`src/rtl/brlite_local_if_pkg.sv`:
```
// ---------------------------------------------------------------------------
// brlite_local_if_pkg
//   Shared types and constants for the BrLite per-PE network interface.
//   - br_data_t         : flit payload carried on the broadcast mesh
//   - br_if_tx_state_t  : injection FSM states
//   - BR_IF_TIMEOUT_DEFAULT : default injection-timeout threshold (cycles)
// ---------------------------------------------------------------------------
package brlite_local_if_pkg;

    localparam int unsigned BR_DATA_W = 32;

    typedef logic [BR_DATA_W-1:0] br_data_t;

    typedef enum logic [1:0] {
        TX_IDLE,
        TX_REQ,
        TX_GAP
    } br_if_tx_state_t;

    localparam int unsigned BR_IF_TIMEOUT_DEFAULT = 1024;

endpackage

```
`src/rtl/brlite_fifo.sv`:
```
// ---------------------------------------------------------------------------
// brlite_fifo
//   Synchronous single-clock FIFO of br_data_t, asynchronous active-high reset.
//   Ports:
//     clk_i, rst_i   clock / async reset
//     push_i, data_i write request and data (ignored when full)
//     pop_i          read request (ignored when empty)
//     full_o, empty_o occupancy flags
//     head_o         oldest entry (valid while !empty_o)
//     count_o        number of stored entries
// ---------------------------------------------------------------------------
module brlite_fifo
    import brlite_local_if_pkg::*;
#(
    parameter int unsigned DEPTH = 4
) (
    input  logic                     clk_i,
    input  logic                     rst_i,
    input  logic                     push_i,
    input  br_data_t                 data_i,
    input  logic                     pop_i,
    output logic                     full_o,
    output logic                     empty_o,
    output br_data_t                 head_o,
    output logic [$clog2(DEPTH):0]   count_o
);

    localparam int unsigned AW = $clog2(DEPTH);

    br_data_t      mem_q [DEPTH];
    logic [AW-1:0] wr_ptr_q;
    logic [AW-1:0] rd_ptr_q;
    logic [AW:0]   count_q;
    logic          do_push;
    logic          do_pop;

    assign full_o  = (count_q == (AW+1)'(DEPTH));
    assign empty_o = (count_q == '0);
    assign head_o  = mem_q[rd_ptr_q];
    assign count_o = count_q;

    assign do_push = push_i && !full_o;
    assign do_pop  = pop_i && !empty_o;

    always_ff @(posedge clk_i or posedge rst_i) begin
        if (rst_i) begin
            wr_ptr_q <= '0;
            rd_ptr_q <= '0;
            count_q  <= '0;
        end else begin
            if (do_push) wr_ptr_q <= wr_ptr_q + 1'b1;
            if (do_pop)  rd_ptr_q <= rd_ptr_q + 1'b1;
            unique case ({do_push, do_pop})
                2'b10:   count_q <= count_q + 1'b1;
                2'b01:   count_q <= count_q - 1'b1;
                default: count_q <= count_q;
            endcase
        end
    end

    // Storage needs no reset: entries are only read after being written.
    always_ff @(posedge clk_i) begin
        if (do_push) mem_q[wr_ptr_q] <= data_i;
    end

endmodule

```
`src/rtl/brlite_local_if.sv`:
```
// ---------------------------------------------------------------------------
// brlite_local_if
//   Per-PE network interface between a PE and the LOCAL port of its BrLite
//   router. TX: PE flits are buffered and injected with req/ack, gated by the
//   router's local busy flag. RX: router flits are captured, acked for one
//   cycle and buffered for the PE.
//   Ports:
//     clk_i, rst_i                          clock / async active-high reset
//     pe_tx_data_i/valid_i, pe_tx_ready_o   PE -> TX FIFO (valid/ready)
//     pe_rx_data_o/valid_o, pe_rx_ready_i   RX FIFO -> PE (valid/ready)
//     noc_flit_o, noc_req_o, noc_ack_i      injection into router local input
//     noc_flit_i, noc_req_i, noc_ack_o      delivery from router local output
//     noc_busy_i                            router local busy
//     clr_timeout_i, tx_timeout_o           sticky injection-timeout flag
//     tx_cnt_o, rx_cnt_o                    wrapping flit counters
// ---------------------------------------------------------------------------
module brlite_local_if
    import brlite_local_if_pkg::*;
#(
    parameter int unsigned TX_DEPTH = 4,
    parameter int unsigned RX_DEPTH = 4,
    parameter int unsigned TIMEOUT  = BR_IF_TIMEOUT_DEFAULT
) (
    input  logic        clk_i,
    input  logic        rst_i,
    input  br_data_t    pe_tx_data_i,
    input  logic        pe_tx_valid_i,
    output logic        pe_tx_ready_o,
    output br_data_t    pe_rx_data_o,
    output logic        pe_rx_valid_o,
    input  logic        pe_rx_ready_i,
    output br_data_t    noc_flit_o,
    output logic        noc_req_o,
    input  logic        noc_ack_i,
    input  br_data_t    noc_flit_i,
    input  logic        noc_req_i,
    output logic        noc_ack_o,
    input  logic        noc_busy_i,
    input  logic        clr_timeout_i,
    output logic        tx_timeout_o,
    output logic [31:0] tx_cnt_o,
    output logic [31:0] rx_cnt_o
);

    localparam int unsigned TW = $clog2(TIMEOUT + 1);
    localparam logic [TW-1:0] TMO_MAX = TW'(TIMEOUT);

    br_data_t                  tx_head;
    br_data_t                  rx_head;
    logic                      tx_full, tx_empty;
    logic                      rx_full, rx_empty;
    logic [$clog2(TX_DEPTH):0] tx_count;
    logic [$clog2(RX_DEPTH):0] rx_count;
    logic                      unused_counts;

    br_if_tx_state_t state_q;
    logic            noc_req_q;
    br_data_t        noc_flit_q;
    logic [TW-1:0]   tmo_cnt_q;
    logic            tx_timeout_q;
    logic [31:0]     tx_cnt_q;
    logic            noc_ack_q;
    logic [31:0]     rx_cnt_q;

    logic tx_push, tx_pop, rx_capture, rx_pop, tmo_hit;

    assign unused_counts = ^{tx_count, rx_count};

    assign tx_push    = pe_tx_valid_i && !tx_full;
    assign tx_pop     = (state_q == TX_REQ) && noc_ack_i;
    // No capture during our own ack cycle: the router still holds req then.
    assign rx_capture = noc_req_i && !rx_full && !noc_ack_q;
    assign rx_pop     = pe_rx_ready_i && !rx_empty;
    // Fires once, on the REQ cycle that brings the counter up to TIMEOUT.
    assign tmo_hit    = (state_q == TX_REQ) && !noc_ack_i &&
                        (tmo_cnt_q == TMO_MAX - 1'b1);

    brlite_fifo #(.DEPTH(TX_DEPTH)) u_tx_fifo (
        .clk_i   (clk_i),
        .rst_i   (rst_i),
        .push_i  (tx_push),
        .data_i  (pe_tx_data_i),
        .pop_i   (tx_pop),
        .full_o  (tx_full),
        .empty_o (tx_empty),
        .head_o  (tx_head),
        .count_o (tx_count)
    );

    brlite_fifo #(.DEPTH(RX_DEPTH)) u_rx_fifo (
        .clk_i   (clk_i),
        .rst_i   (rst_i),
        .push_i  (rx_capture),
        .data_i  (noc_flit_i),
        .pop_i   (rx_pop),
        .full_o  (rx_full),
        .empty_o (rx_empty),
        .head_o  (rx_head),
        .count_o (rx_count)
    );

    always_ff @(posedge clk_i or posedge rst_i) begin
        if (rst_i) begin
            state_q      <= TX_IDLE;
            noc_req_q    <= 1'b0;
            noc_flit_q   <= '0;
            tmo_cnt_q    <= '0;
            tx_timeout_q <= 1'b0;
            tx_cnt_q     <= '0;
        end else begin
            if (clr_timeout_i)
                tx_timeout_q <= 1'b0;
            else if (tmo_hit)
                tx_timeout_q <= 1'b1;

            unique case (state_q)
                TX_IDLE: begin
                    if (!tx_empty && !noc_busy_i) begin
                        state_q    <= TX_REQ;
                        noc_req_q  <= 1'b1;
                        noc_flit_q <= tx_head;
                        tmo_cnt_q  <= '0;
                    end
                end
                TX_REQ: begin
                    if (noc_ack_i) begin
                        state_q   <= TX_GAP;
                        noc_req_q <= 1'b0;
                        tx_cnt_q  <= tx_cnt_q + 32'd1;
                    end else if (tmo_cnt_q != TMO_MAX) begin
                        tmo_cnt_q <= tmo_cnt_q + 1'b1;
                    end
                end
                TX_GAP: begin
                    state_q <= TX_IDLE;
                end
                default: begin
                    state_q   <= TX_IDLE;
                    noc_req_q <= 1'b0;
                end
            endcase
        end
    end

    always_ff @(posedge clk_i or posedge rst_i) begin
        if (rst_i) begin
            noc_ack_q <= 1'b0;
            rx_cnt_q  <= '0;
        end else begin
            noc_ack_q <= rx_capture;
            if (rx_capture) rx_cnt_q <= rx_cnt_q + 32'd1;
        end
    end

    assign pe_tx_ready_o = !tx_full;
    assign pe_rx_valid_o = !rx_empty;
    assign pe_rx_data_o  = rx_head;
    assign noc_req_o     = noc_req_q;
    assign noc_flit_o    = noc_flit_q;
    assign noc_ack_o     = noc_ack_q;
    assign tx_timeout_o  = tx_timeout_q;
    assign tx_cnt_o      = tx_cnt_q;
    assign rx_cnt_o      = rx_cnt_q;

endmodule
```
`config.mk`:
```
export PLATFORM = sky130hd
export DESIGN_NAME = brlite_local_if
export DESIGN_NICKNAME = d
export VERILOG_FILES = /design/src/rtl/brlite_local_if_pkg.sv /design/src/rtl/brlite_fifo.sv /design/src/rtl/brlite_local_if.sv
export SDC_FILE = /design/constraint.sdc
export NUM_CORES = 1
export LEC_CHECK = 0
export ABC_AREA = 1
export BUFFER_PORTS_ARGS = -buffer_cell sky130_fd_sc_hd__buf_2
export CELL_PAD_IN_SITES_DETAIL_PLACEMENT = 1
export CELL_PAD_IN_SITES_GLOBAL_PLACEMENT = 1
export CORE_MARGIN = 8
export CORE_UTILIZATION = 25
export CTS_CLUSTER_SIZE = 40
export DETAILED_ROUTE_END_ITERATION = 7
export PLACE_DENSITY = 0.53
export SKIP_CTS_REPAIR_TIMING = 1
export SYNTH_ARGS = -nofsm -noshare
export SYNTH_HDL_FRONTEND = slang
export SYNTH_HIERARCHICAL = 1
export SYNTH_SLANG_ARGS = --single-unit
```
`constraint.sdc`:
```
create_clock -name clk_i -period 3.45 [get_ports clk_i]
set_input_delay 0.1725 -clock clk_i [delete_from_list [all_inputs] [get_ports clk_i]]
set_output_delay 0.1725 -clock clk_i [all_outputs]
set_load 0.01 [all_outputs]
```
==> results.md <==
Setup path:
- The critical path start-end classification is reg -> reg.
- The cell occurring most often along the worst timing path is sky130_fd_sc_hd__nand2_1.
- The largest fanout on the critical path is 7.
- The critical path contains buffers and inverters numbering 3 combined.
- Walking the worst path, the cells encountered are inv_1 -> nand3_1 -> inv_1 -> nor2_1 -> nand2_1 -> ha_1 -> inv_1 -> fa_1 -> nand2_1 -> nand3_1 -> nand2_1 -> nand2_1.
- The critical path's top delay family is simple AND/OR/NAND/NOR gates.
- The cell type of the slowest stage on the worst timing path is sky130_fd_sc_hd__dfrtp_1.
- The data required time at the worst endpoint is approximately 3.9 ns.
- The worst stage delay on the critical path is approximately 0.40 ns.
- The startpoint type of the worst setup path is a flop.
- STA classifies the critical path endpoint as a flop.
- The endpoint arrival time on the critical path is approximately 2.8 ns.

Synthesis:
- The synthesized netlist occupies a cell area of approximately 17000 µm².
- Yosys attributes the largest share of cell area to sky130_fd_sc_hd__edfxtp_1 (46%), sky130_fd_sc_hd__dfrtp_1 (19%), sky130_fd_sc_hd__nand2_1 (9.6%), sky130_fd_sc_hd__o211ai_1 (5.7%), sky130_fd_sc_hd__inv_1 (5.4%).
- The area fraction of the dominant cell type after synthesis is between 40% and 50%.
- Summing the areas of all xor and xnor instances in the mapped netlist gives 2.074% of the synthesized area.
- The async set-or-reset flop fraction in the synthesized netlist is roughly a third.
- Summed over all instances, the cell type with the most area after synthesis is sky130_fd_sc_hd__edfxtp_1.
- By instance count, the leading cell after synthesis is sky130_fd_sc_hd__nand2_1.
- The primary flip-flop cell chosen by synthesis mapping is sky130_fd_sc_hd__edfxtp_1.
- The share of the Yosys chip area taken by registers is roughly 64%.
- During synthesis, Yosys emitted a total of 6 warnings.
- Synthesis produced a netlist whose cell count is 1539.
- Of the post-synthesis cell area, the part taken by muxes is between 2 and 2.5%.
- The largest family of logic cells by synthesized area is simple AND/OR/NAND/NOR gates.
- The synthesized-area fraction occupied by ao, oa, aoi and oai cells is roughly 6%.
- The register bit total from synthesis is about 380.
- Yosys mapped a number of flops with a built-in enable equal to about 260.
- In this run, distinct cell masters in the synthesized netlist total 35.
- The adder and majority gate portion of the synthesized area is under 10%.
- The average cell area after synthesis is between 10 and 15 µm².
- Summing the areas of all and, or, nand and nor instances in the mapped netlist gives around 16% of the synthesized area.
- Counting instances in the post-synthesis netlist gives the leading cell types as sky130_fd_sc_hd__nand2_1 (430), sky130_fd_sc_hd__edfxtp_1 (256), sky130_fd_sc_hd__inv_1 (244).
- The number of nets in the synthesized netlist is approximately 1600.

Detailed routing:
- The number of remaining DRC errors is 0.
- Summed over all layers, the routed wires come to approximately 45 mm.
- The first detailed-routing pass ran for 4 iterations.
- Detailed routing inserted a total of 11645 vias.
- The count of nets left with antenna violations once routing finished came out at 0.
- Using the TritonRoute via totals, the vias-per-cell ratio works out to 4.244.
- Dividing the detail-routed wire length by the instance count gives roughly 16 µm.
- The violation count after the first detailed-routing iteration is roughly 480.

GRT:
- The initial antenna violation count was 3.
- Global routing used between 10% and 20% of the available tracks across all layers.
- The total congestion overflow after global routing is 0.
- The wire length of the first global-routing pass is 70.72 mm.
- Entering global routing, the biggest net connects about 110 pins.
- The number of global-route vias before repair was roughly 12000.

Clock network:
- In this run the clock root is driven by a sky130_fd_sc_hd__clkbuf_16.
- The source-to-sink clock delay at the later pin of the worst-skew pair is 0.58 ns.
- The maximum level of the CTS H-tree is 2.
- The CTS sink count is between 300 and 400.
- After clock tree synthesis, the clock-pin slew on the worst setup and hold paths is around 0.060 ns.
- The worst-case clock buffer depth is 3.
- TritonCTS created 46 clock buffers.
- The clock tree from TritonCTS is built.

Power and ir drop:
- The sequential share of power is around 39%.
- The internal power of the cells is 0.01049 W.
- The switching fraction of total power is 34.18%.
- Per report_power, the combinational group accounts for between 20 and 30% of the total.
- In this run the power spent charging and discharging nets is 0.005448 W.
- In this run, the clock network consumes 31.3% of the power.
- VDD sags by at most about 0.00035 V.
- The leakage power is just over 9 nW.
- The power density normalized to cell area is ~760 nW/µm².

Timing:
- Setup repair after global routing left no endpoint under its margin.
- The number of pins with negative max-slew slack in the final report is 0.
- The count of final setup violators is 0.
- The smallest clock period supported by the final layout is computed as roughly 2.4 ns.
- The clock skew is 0.02112 ns.
- The sum of negative setup slack is 0 ns.
- The relative slew slack is between 30% and 40%.
- At the pin with the least slew margin, the transition time is between 1 and 1.5 ns.
- For this run, the top clock speed supported by timing is around 420 MHz.
- The count of endpoints failing hold in the final timing report is 0.
- Dividing the final minimum period by the clock period gives around two thirds.

Job:
- The number of violations of the max-capacitance limit is 0.

Floorplanning:
- The number of primary I/O pins is between 200 and 250.
- The total core area is between 60000 and 70000 µm².
- From left edge to right edge, the die measures roughly 280 µm.
- The die footprint is roughly 76000 µm².
- The floorplan row count is 95.
- The initial cell density of the core is roughly a quarter.
- The height of the die is approximately 280 µm.

Run status:
- The flow ran to the end, and the final reports show no timing, DRC or antenna violations.

Layout:
- The area added between synthesis and finish is 24.49%.
- In the final layout, the share of cells above drive strength 1 is about a fifth.
- The post-route cell area is ~21000 µm².
- In the final design database the tool counted 1919 nets.

Place:
- In this run the cell area measured after placement is 18770 µm².
- The number of I/O port buffers is 204.
- The last weighted congestion value of the routability-driven placer is about 0.73.
- Detailed placement finished with a half-perimeter wire length of between 30 and 40 mm.

Worst hold path:
- The class of the worst hold path is in -> reg.
[final timing paths]
path / cells past startpoint / slack, ns / endpoint / start
worst max register to register: 12 / 1.09 / u_tx_fifo/count_o[2] / u_tx_fifo/count_o[0]
min in group asynchronous: 3 / 0.25 / u_rx_fifo/wr_ptr_q[0] / rst_i
worst min register to register: 1 / 0.47 / u_rx_fifo/count_o[0] / u_rx_fifo/count_o[0]
worst max-delay path: 12 / 1.09 / u_tx_fifo/count_o[2] / u_tx_fifo/count_o[0]
worst min-delay path: 5 / 0.01 / u_rx_fifo/rd_ptr_q[0] / pe_rx_ready_i
max in group asynchronous: 4 / 2.10 / tx_cnt_o[29] / rst_i
[state kept, by name (all words and copies together), names as in the netlist, 3 cells and up]
signal             cells
tx_cnt_o              32
u_tx_fifo/count_o      3
u_rx_fifo/count_o      3
u_rx_fifo/mem_q      128
u_tx_fifo/mem_q      128
rx_cnt_o              32
noc_flit_o            32
tmo_cnt_q             11
[layout by cell type, fill, tap and decap left out, drive strengths merged]
cell	netlist	final
nand2	436	436
edfxtp	256	256
inv	247	247
buf	45	222
o211ai	128	128
dfrtp	126	126
nor2	101	101
dlygate4sd3	0	69
clkbuf	2	60
nand3	57	57
mux2	32	32
nand4	26	26
xnor2	21	21
xor2	19	19
clkinv	0	18
ha	14	14
o21ai	9	9
nand3b	7	7
nor3	7	7
bufinv	0	6
diode	0	2
clkinvlp	0	2
fa	2	2
a21o	1	1
and2	1	1
a21oi	1	1
o21bai	1	1
[layer usage]
layer | vias up | GRT usage, % | routed length, µm
met5 | - | 0 | 13
met4 | 2 | 3.161 | 860
met3 | 59 | 2.909 | 1901
met2 | 181 | 19.88 | 21170
met1 | 5726 | 14.90 | 20700
li1 | 5677 | - | -
[layout make-up]
cell class                      count  area [µm²]
Fill cell                        7546       46010
Sequential cell                   382       10840
Multi-Input combinational cell    863        4723
Timing Repair Buffer              291        1872
Clock buffer                       60        1234
Tap cell                          873        1092
Inverter                          247       937.1
Clock inverter                     26       322.8
Antenna cell                        2       5.005
[worst register-to-register path, stage by stage (launching register included)]
cell,delay [ns]
sky130_fd_sc_hd__dfrtp_1,0.40
sky130_fd_sc_hd__inv_1,0.13
sky130_fd_sc_hd__nand3_1,0.16
sky130_fd_sc_hd__inv_1,0.11
sky130_fd_sc_hd__nor2_1,0.07
sky130_fd_sc_hd__nand2_1,0.37
sky130_fd_sc_hd__ha_1,0.26
sky130_fd_sc_hd__inv_1,0.07
sky130_fd_sc_hd__fa_1,0.38
sky130_fd_sc_hd__nand2_1,0.10
sky130_fd_sc_hd__nand3_1,0.09
sky130_fd_sc_hd__nand2_1,0.07
sky130_fd_sc_hd__nand2_1,0.04
[logic make-up (layout without fill, tap and decap cells)]
| group | after synthesis | after routing |
|---|---|---|
| AO/OA/AOI/OAI | 140 | 140 |
| flip-flops | 382 | 382 |
| other | 0 | 2 |
| XOR/XNOR | 40 | 40 |
| buffers and inverters | 294 | 624 |
| AND/OR/NAND/NOR | 635 | 635 |
| adder cells (fa/ha/maj) | 16 | 16 |
| multiplexers | 32 | 32 |
[per-stage QoR]
step                power (W)  std cells  utilization (%)  worst slack (ns)  hold WS, ns
global route          0.01702       2744            31.36            0.8637      0.01851
CTS                   0.01626       2673            30.33             1.053      -0.4175
floorplan            0.009547       1539                -            0.3185     -0.02410
global placement      0.01098       2587            28.00             1.168       0.2234
detailed placement    0.01113       2587            28.00             1.060       0.2424
finish                0.01594       2744            31.36             1.087      0.01295
[power groups by stage]
stage | Combinational, W | Sequential [W] | Clock (W)
2_1_floorplan | 0.00314 | 0.00640 | 0
3_3_place_gp | 0.00462 | 0.00636 | 0
3_5_place_dp | 0.00474 | 0.00639 | 0
4_1_cts | 0.00476 | 0.00631 | 0.00520
5_1_grt | 0.00528 | 0.00639 | 0.00536
6_report | 0.00467 | 0.00628 | 0.00499
(Power assumes the default switching activity.)
